File: src/rtl/mips_mem_pkg.sv
// Shared types and default widths for the MIPS unified-memory arbiter.
package mips_mem_pkg;

  localparam int unsigned MIPS_ADDR_W = 32;
  localparam int unsigned MIPS_DATA_W = 32;
  localparam int unsigned STREAK_W    = 4;

  typedef enum logic {
    OWN_IF = 1'b0,
    OWN_D  = 1'b1
  } owner_t;

  typedef enum logic [1:0] {
    IDLE = 2'd0,
    REQ  = 2'd1,
    RESP = 2'd2
  } arb_state_t;

endpackage

File: src/rtl/mips_arb_pick.sv
// Winner selection between fetch and data ports, with the streak counter
// that bounds consecutive data wins while fetch is waiting.
module mips_arb_pick
  import mips_mem_pkg::*;
#(
  parameter int unsigned MAX_STREAK = 4
) (
  input  logic   clk,
  input  logic   rst,
  input  logic   if_req,
  input  logic   d_req,
  input  logic   upd,
  output owner_t win_c,
  output logic   any_c
);

  logic [STREAK_W-1:0] streak;
  logic                at_limit;

  assign at_limit = (streak == STREAK_W'(MAX_STREAK));
  assign any_c    = if_req | d_req;

  // Data wins unless fetch has waited through MAX_STREAK data grants.
  always_comb begin
    win_c = OWN_IF;
    if (d_req && !(if_req && at_limit)) begin
      win_c = OWN_D;
    end
  end

  always_ff @(posedge clk) begin
    if (rst) begin
      streak <= '0;
    end else if (upd) begin
      if (!if_req || (win_c == OWN_IF)) begin
        streak <= '0;
      end else if (!at_limit) begin
        streak <= streak + STREAK_W'(1);
      end
    end
  end

endmodule

File: src/rtl/mips_mem_arbiter.sv
// Shares one single-port memory between the CPU fetch and data ports:
// one transaction at a time, data priority, fetch starvation guard.
module mips_mem_arbiter
  import mips_mem_pkg::*;
#(
  parameter int unsigned ADDR_W     = MIPS_ADDR_W,
  parameter int unsigned DATA_W     = MIPS_DATA_W,
  parameter int unsigned MAX_STREAK = 4
) (
  input  logic              clk,
  input  logic              rst,
  input  logic              if_req,
  input  logic [ADDR_W-1:0] if_addr,
  output logic              if_gnt,
  output logic              if_rvalid,
  output logic [DATA_W-1:0] if_rdata,
  input  logic              d_req,
  input  logic              d_we,
  input  logic [ADDR_W-1:0] d_addr,
  input  logic [DATA_W-1:0] d_wdata,
  output logic              d_gnt,
  output logic              d_rvalid,
  output logic [DATA_W-1:0] d_rdata,
  output logic              mem_req,
  output logic              mem_we,
  output logic [ADDR_W-1:0] mem_addr,
  output logic [DATA_W-1:0] mem_wdata,
  input  logic              mem_ready,
  input  logic              mem_rvalid,
  input  logic [DATA_W-1:0] mem_rdata,
  output logic              busy
);

  arb_state_t state, state_nx;
  owner_t     owner, win_c;
  logic       any_c, arb_c, accept_c, resp_c;

  mips_arb_pick #(.MAX_STREAK(MAX_STREAK)) u_pick (
    .clk    (clk),
    .rst    (rst),
    .if_req (if_req),
    .d_req  (d_req),
    .upd    (arb_c),
    .win_c  (win_c),
    .any_c  (any_c)
  );

  always_ff @(posedge clk) begin
    if (rst) state <= IDLE;
    else     state <= state_nx;
  end

  // Arbitration happens in IDLE and on the response cycle, so a pending
  // request goes straight back to REQ with no idle gap.
  always_comb begin
    state_nx = state;
    arb_c    = 1'b0;
    accept_c = 1'b0;
    resp_c   = 1'b0;
    case (state)
      IDLE: begin
        if (any_c) begin
          arb_c    = 1'b1;
          state_nx = REQ;
        end
      end
      REQ: begin
        if (mem_ready) begin
          accept_c = 1'b1;
          state_nx = RESP;
        end
      end
      RESP: begin
        if (mem_rvalid) begin
          resp_c   = 1'b1;
          arb_c    = 1'b1;
          state_nx = any_c ? REQ : IDLE;
        end
      end
      default: state_nx = IDLE;
    endcase
  end

  assign if_gnt = accept_c && (owner == OWN_IF) && !rst;
  assign d_gnt  = accept_c && (owner == OWN_D)  && !rst;

  // Command latch: loaded only when a winner is chosen, held otherwise.
  always_ff @(posedge clk) begin
    if (rst) begin
      owner     <= OWN_IF;
      mem_we    <= 1'b0;
      mem_addr  <= '0;
      mem_wdata <= '0;
    end else if (arb_c && any_c) begin
      owner     <= win_c;
      mem_we    <= (win_c == OWN_D) ? d_we    : 1'b0;
      mem_addr  <= (win_c == OWN_D) ? d_addr  : if_addr;
      mem_wdata <= (win_c == OWN_D) ? d_wdata : '0;
    end
  end

  always_ff @(posedge clk) begin
    if (rst) begin
      mem_req   <= 1'b0;
      busy      <= 1'b0;
      if_rvalid <= 1'b0;
      d_rvalid  <= 1'b0;
      if_rdata  <= '0;
      d_rdata   <= '0;
    end else begin
      mem_req   <= (state_nx == REQ);
      busy      <= (state_nx != IDLE);
      if_rvalid <= resp_c && (owner == OWN_IF);
      d_rvalid  <= resp_c && (owner == OWN_D);
      if (resp_c && (owner == OWN_IF)) if_rdata <= mem_rdata;
      // Store completions return zero data.
      if (resp_c && (owner == OWN_D))  d_rdata  <= mem_we ? '0 : mem_rdata;
    end
  end

endmodule

File: config.mk
export PLATFORM = sky130hd
export DESIGN_NAME = mips_mem_arbiter
export DESIGN_NICKNAME = d
export VERILOG_FILES = /design/src/rtl/mips_mem_pkg.sv /design/src/rtl/mips_arb_pick.sv /design/src/rtl/mips_mem_arbiter.sv
export SDC_FILE = /design/constraint.sdc
export NUM_CORES = 1
export LEC_CHECK = 0
export CAP_MARGIN = 25
export CORE_MARGIN = 2
export CORE_UTILIZATION = 43
export DETAILED_ROUTE_END_ITERATION = 10
export GPL_ROUTABILITY_DRIVEN = 0
export GPL_TIMING_DRIVEN = 0
export PLACE_DENSITY = 0.85
export REMOVE_ABC_BUFFERS = 1
export SKIP_LAST_GASP = 1
export SYNTH_ARGS = -nofsm -noshare
export SYNTH_HDL_FRONTEND = slang
export SYNTH_HIERARCHICAL = 1
export SYNTH_SLANG_ARGS = --single-unit
File: constraint.sdc
create_clock -name clk -period 5.5 [get_ports clk]
set_input_delay 1.375 -clock clk [delete_from_list [all_inputs] [get_ports clk]]
set_output_delay 1.375 -clock clk [all_outputs]
set_load 0.01 [all_outputs]
# --- Yosys cells after proc, flatten, opt, wreduce, memory -nomap -nowiden ---
# Cells that the tools add are included.
totals:
  reg_bits: 140
  input_bits: 135
  out_inout_bits: 135
  wordCells: 55
op_classes:
  add_sub_neg: 1
  eq_ne: 5
  muxes: 18
  n_bitwise: 3
  reduce_logical: 16
ops:
  columns: ["op", "n"]
  rows:
  - ["32-bit two-way mux", 3]
  - ["1-bit logical AND", 9]
  - ["1-bit two-way mux", 8]
  - ["4-bit two-way mux", 2]
  - ["2-bit two-way mux", 3]
  - ["2-bit case mux with 3 select lines", 1]
  - ["4-bit by 1-bit adder with 4-bit output, second input constant", 1]
  - ["2-bit by 1-bit equality test with 1-bit output, second input constant", 2]
  - ["4-bit by 3-bit equality test with 1-bit output, second input constant", 1]
  - ["1-bit logical NOT", 3]
  - ["2-bit equality test, second input constant", 1]
  - ["2-bit logical NOT", 1]
  - ["2-bit != test, second input constant", 1]
  - ["1-bit NOT", 2]
  - ["1-bit case mux with 2 select lines", 1]
  - ["2-bit AND reduction", 1]
  - ["2-bit nonzero test", 1]
  - ["1-bit logical OR", 1]
  - ["1-bit bitwise OR", 1]

# --- Depth between registers and ports, before layout ---
logic_depth:
  ltp_word: 9
  depth_mapped: 9
  ltp_nobuf: 6

# --- Cells and area by module ---
# The synthesis kept the hierarchy.
modules_own_cells:
  columns: ["mod", "instances", "cells_each", "area_per_inst_um2", "seq_area_each_um2"]
  rows:
  - ["mips_mem_arbiter", 1, 547, 5114.9, 2722.6]
  - ["mips_arb_pick", 1, 26, 236.5, 80.1]

# --- Worst setup path before layout ---
# OpenSTA, ideal clock, no wires.
synth_timing:
  kind: "input -> output"
  start: "input rst"
  end: "output if_gnt"
  t_arrival_ns: 2.060
  required_ns: 4.125
  setup_slack_ns: 2.065
  path_stages: 3
  path_buffers: 2
  cell_sequence: "clkbuf_1 -> clkbuf_1 -> nor3_1"
synth_via:
  elab_chain_cells: 2
synth_lines:
  columns: ["item", "line", "text"]
  rows:
  - ["from (decl)", "mips_mem_arbiter.sv:11", "input logic rst,"]
  - ["1-bit logical NOT", "mips_mem_arbiter.sv:84", "assign if_gnt = accept_c && (owner == OWN_IF) && !rst;"]
  - ["1-bit logical AND", "mips_mem_arbiter.sv:84", null]
  - ["to (decl)", "mips_mem_arbiter.sv:14", "output logic if_gnt,"]
# No other way between the ends.

# --- Worst setup path in the final report ---
layout_timing:
  start: "input rst"
  end: "output d_gnt"
layout_via:
  elab_chain_cells: 2
layout_lines:
  columns: ["item", "line", "text"]
  rows:
  - ["1-bit logical NOT", "mips_mem_arbiter.sv:85", "assign d_gnt = accept_c && (owner == OWN_D) && !rst;"]
  - ["1-bit logical AND", "mips_mem_arbiter.sv:85", null]
  - ["to (decl)", "mips_mem_arbiter.sv:21", "output logic d_gnt,"]
# No other way between the ends.

==> metrics.md <==
| Metric | Value |
|---|---|
| Status | `finished, final reports clean` |
| Met2 wire len | `between 8 and 9 mm` |
| Top FF cell, synth | `dfxtp_1` |
| Post-CTS resize count | `0` |
| Post-CTS Setup Inserts | `0` |
| Hold Path Cell Cnt | `2` |
| Worst hold slack | `roughly 0.45 ns` |
| Worst Skew | `roughly 0.014 ns` |
| EDFF count, synth | `0` |
| ANT nets after route | `0` |
| Die area | `about 0.013 mm²` |
| Reg2reg start | `u_pick/streak[0]` |
| ANT cells | `0` |
| Clock sinks | `between 100 and 150` |
| R2r setup slk | `a little over 3 ns` |
| Worst-path clk slew | `around 0.05 ns` |
| Pwr Total | `around 2.6 mW` |
| Max FO, Critical Path | `57` |
| Worst setup EP type | `output port` |
| Slew headroom | `0.423` |
| Fin crit period | `between 4 and 5 ns` |
| Net switching power | `around 620 µW` |
| Area of the multi-input gates | `~0.0023 mm²` |
| Logic gate share of total power | `0.158` |
| DR top layer | `met4` |
| # fillers | `between 700 and 800` |
| Met1 WL | `about 6.8 mm` |
| Reg2reg path depth | `8` |
| PwrDens | `297 mW/mm²` |
| Hold Crit Class | `reg2reg` |
| Worst VDD drop | `0.000172 V` |
| Hold buffers post-CTS | `0` |
| Drt wl/cell | `17.8 µm` |
| Power share of the sequential group | `0.415` |
| Final Cycle Share | `0.795` |
| Area growth syn-to-layout | `65.9%` |
| Ys async rst share | `0` |
| Clock latency on the worst-skew pair | `0.42 ns` |
| Yosys warnings | `6` |
| Pre-Repair DR Iteration Count | `5` |
| Max Fclk | `0.229 GHz` |
| Cts bufs inserted | `17` |
| DRT iter0 DRCs | `405` |
| Reg2reg end | `mem_addr[2]` |
| Ratio of cells with drive above 1 in the final layout | `0.0605` |
| Worst-Margin Slew | `about 0.86 ns` |
| Synthesis-stage register bit count | `140` |
| Global-route wire length before repair | `between 20 and 30 mm` |
| Vias per cell | `between 5 and 6` |
| Vias in the first global route | `~5.4k` |
| Mean area per synthesized cell | `slightly above 9 µm²` |
| Initial antenna violation count | `0` |
| CTS Root Buffer Type | `clkbuf_16` |
| Lkg Pwr | `3.22 nW` |
| Starting Density | `0.444` |
| RSZ-0062 raised after global routing | `no` |
| I/O pin cnt | `270` |
| Hold endpoint | `if_rdata[18]` |
| Final Hold Fails | `0` |
| Reg area | `approximately 0.0028 mm²` |
| Number of max-cap violations | `0` |
| GRT Resource Usage Total | `0.260` |
| Clock share of power | `0.427` |
| # port buffers | `between 200 and 300` |
| Drt total wl | `~18 mm` |
| CP Data Required Time | `~4.1 ns` |
| Gr ovfl total | `0` |
| Post-detail-place hpwl | `roughly 13 mm` |
| CTS tree | `built` |
| Pre-CTS setup slack | `1.13 ns` |
| Crit path launch type | `input pin` |
| Cell-internal power | `roughly 2.0 mW` |
| Cells after Synth | `573` |
| Core box area | `about 0.012 mm²` |
| CTS H-tree depth | `4` |
| Dpl cell area | `0.00829 mm²` |
| Max Slew Vio Count | `0` |
| Met3 wire length | `between 1.5 and 2 mm` |
| Switch share | `0.234` |
| Vias | `roughly 5.5k` |
| HP Start | `if_rdata[18]` |
| Worst Setup Path Type | `in2out` |
| Largest net degree at the start of global routing | `slightly below 60` |
| Fin Setup TNS | `0 ns` |
| WP data arrival | `around 3 ns` |
| Die W | `around 120 µm` |
| Post-route setup slack | `1.13 ns` |
| Design Area, Final | `between 0.008 and 0.009 mm²` |
| Nets | `between 900 and 1k` |
| Library cells used by synthesis | `38` |
| Clock tree buffer depth | `2` |
| # DRC | `0` |
| Row count | `40` |
| Die Y | `116 µm` |
| Syn Std Cell Area | `around 0.0054 mm²` |
| Register area share after synthesis | `0.524` |
| Final setup vio count | `0` |
cell type report:
cell class,instances,area share
Clock buffer,25,0.0569
Clock inverter,6,0.00944
Inverter,3,0.00127
Timing Repair Buffer,281,0.330
Multi-Input combinational cell,371,0.262
Tap cell,168,0.0237
Sequential cell,140,0.316
layer usage:
metal,global-route usage,vias to the layer above
li1,-,2575
met1,0.296,2554
met2,0.437,315
met3,0.0931,40
met4,0.120,0
met5,0,-
cells by family (layout without fill, tap and decap cells):
logic type	after synthesis	count (layout)	synth area share
flops	140	140	0.524
simple gates	129	129	0.123
mux	32	32	0.0599
fa+ha+maj	2	2	0.00468
compound gates	208	208	0.236
buf+inv	62	315	0.0521
cells in the final DEF (no fill, tap or decap), drive strengths merged, types with 2 or more instances in the layout:
cell	Yosys	routed
nor2b	4	4
o21ai	35	35
nor2	4	4
dfxtp	140	140
inv	3	3
clkinv	0	4
nand3b	2	2
clkbuf	26	25
clkdlybuf4s50	0	268
and2	2	2
a22o	32	32
ha	2	2
nand2	67	67
nand4	33	33
and3b	2	2
buf	33	13
mux2i	32	32
nor3	3	3
bufinv	0	2
a211oi	32	32
nand3	2	2
a21oi	101	101
nand2b	4	4
sequential cells by signal (all words and copies together) (netlist names):
register,flops
busy,1
d_rdata,32
d_rvalid,1
if_rdata,32
if_rvalid,1
mem_addr,32
mem_req,1
mem_wdata,32
mem_we,1
owner,1
state,2
u_pick/streak,4
worst max-delay path, cell delays in order:
cell and delay, ns:
buf_4 0.44, buf_12 0.34, nand2b_1 0.25, nor2_1 0.08, clkdlybuf4s50_1 0.48
per-stage QoR:
step | std cells | util
6_report | 994 | 0.736
5_1_grt | 994 | 0.736
4_1_cts | 994 | 0.736
3_5_place_dp | 963 | 0.687
3_3_place_gp | 951 | 0.662
2_1_floorplan | 514 | -
synth_stat cells (3+ instances only):
cell type / n / share of area
mux2i_1: 32 / 0.060
buf_2: 27 / 0.025
a211oi_1: 32 / 0.045
nor2_1: 4 / 0.0028
nor3_1: 3 / 0.0028
nor2b_1: 4 / 0.0047
inv_1: 3 / 0.0021
buf_4: 3 / 0.0042
a21oi_1: 101 / 0.094
a22o_1: 32 / 0.052
dfxtp_1: 140 / 0.52
o21ai_0: 34 / 0.032
nand2b_1: 4 / 0.0047
nand4_1: 33 / 0.039
buf_1: 3 / 0.0021
nand2_1: 67 / 0.047
clkbuf_1: 25 / 0.018
power groups by stage:
stage | clock network [mW] | registers (mW) | logic (mW)
floorplan | 0 | 1.13 | 0.124
global placement | 0 | 1.11 | 0.390
detailed placement | 0 | 1.12 | 0.413
CTS | 1.14 | 1.09 | 0.416
global route | 1.19 | 1.10 | 0.444
finish | 1.13 | 1.09 | 0.416
worst max path at each step:
stage | cells after the start | end | from
2_1_floorplan | 3 | mem_addr[0] | d_req
3_3_place_gp | 3 | d_rdata[13] | rst
3_5_place_dp | 5 | d_gnt | rst
4_1_cts | 5 | d_gnt | rst
5_1_grt | 5 | d_gnt | rst
6_report | 5 | d_gnt | rst
Power figures use the tool's default switching activity.
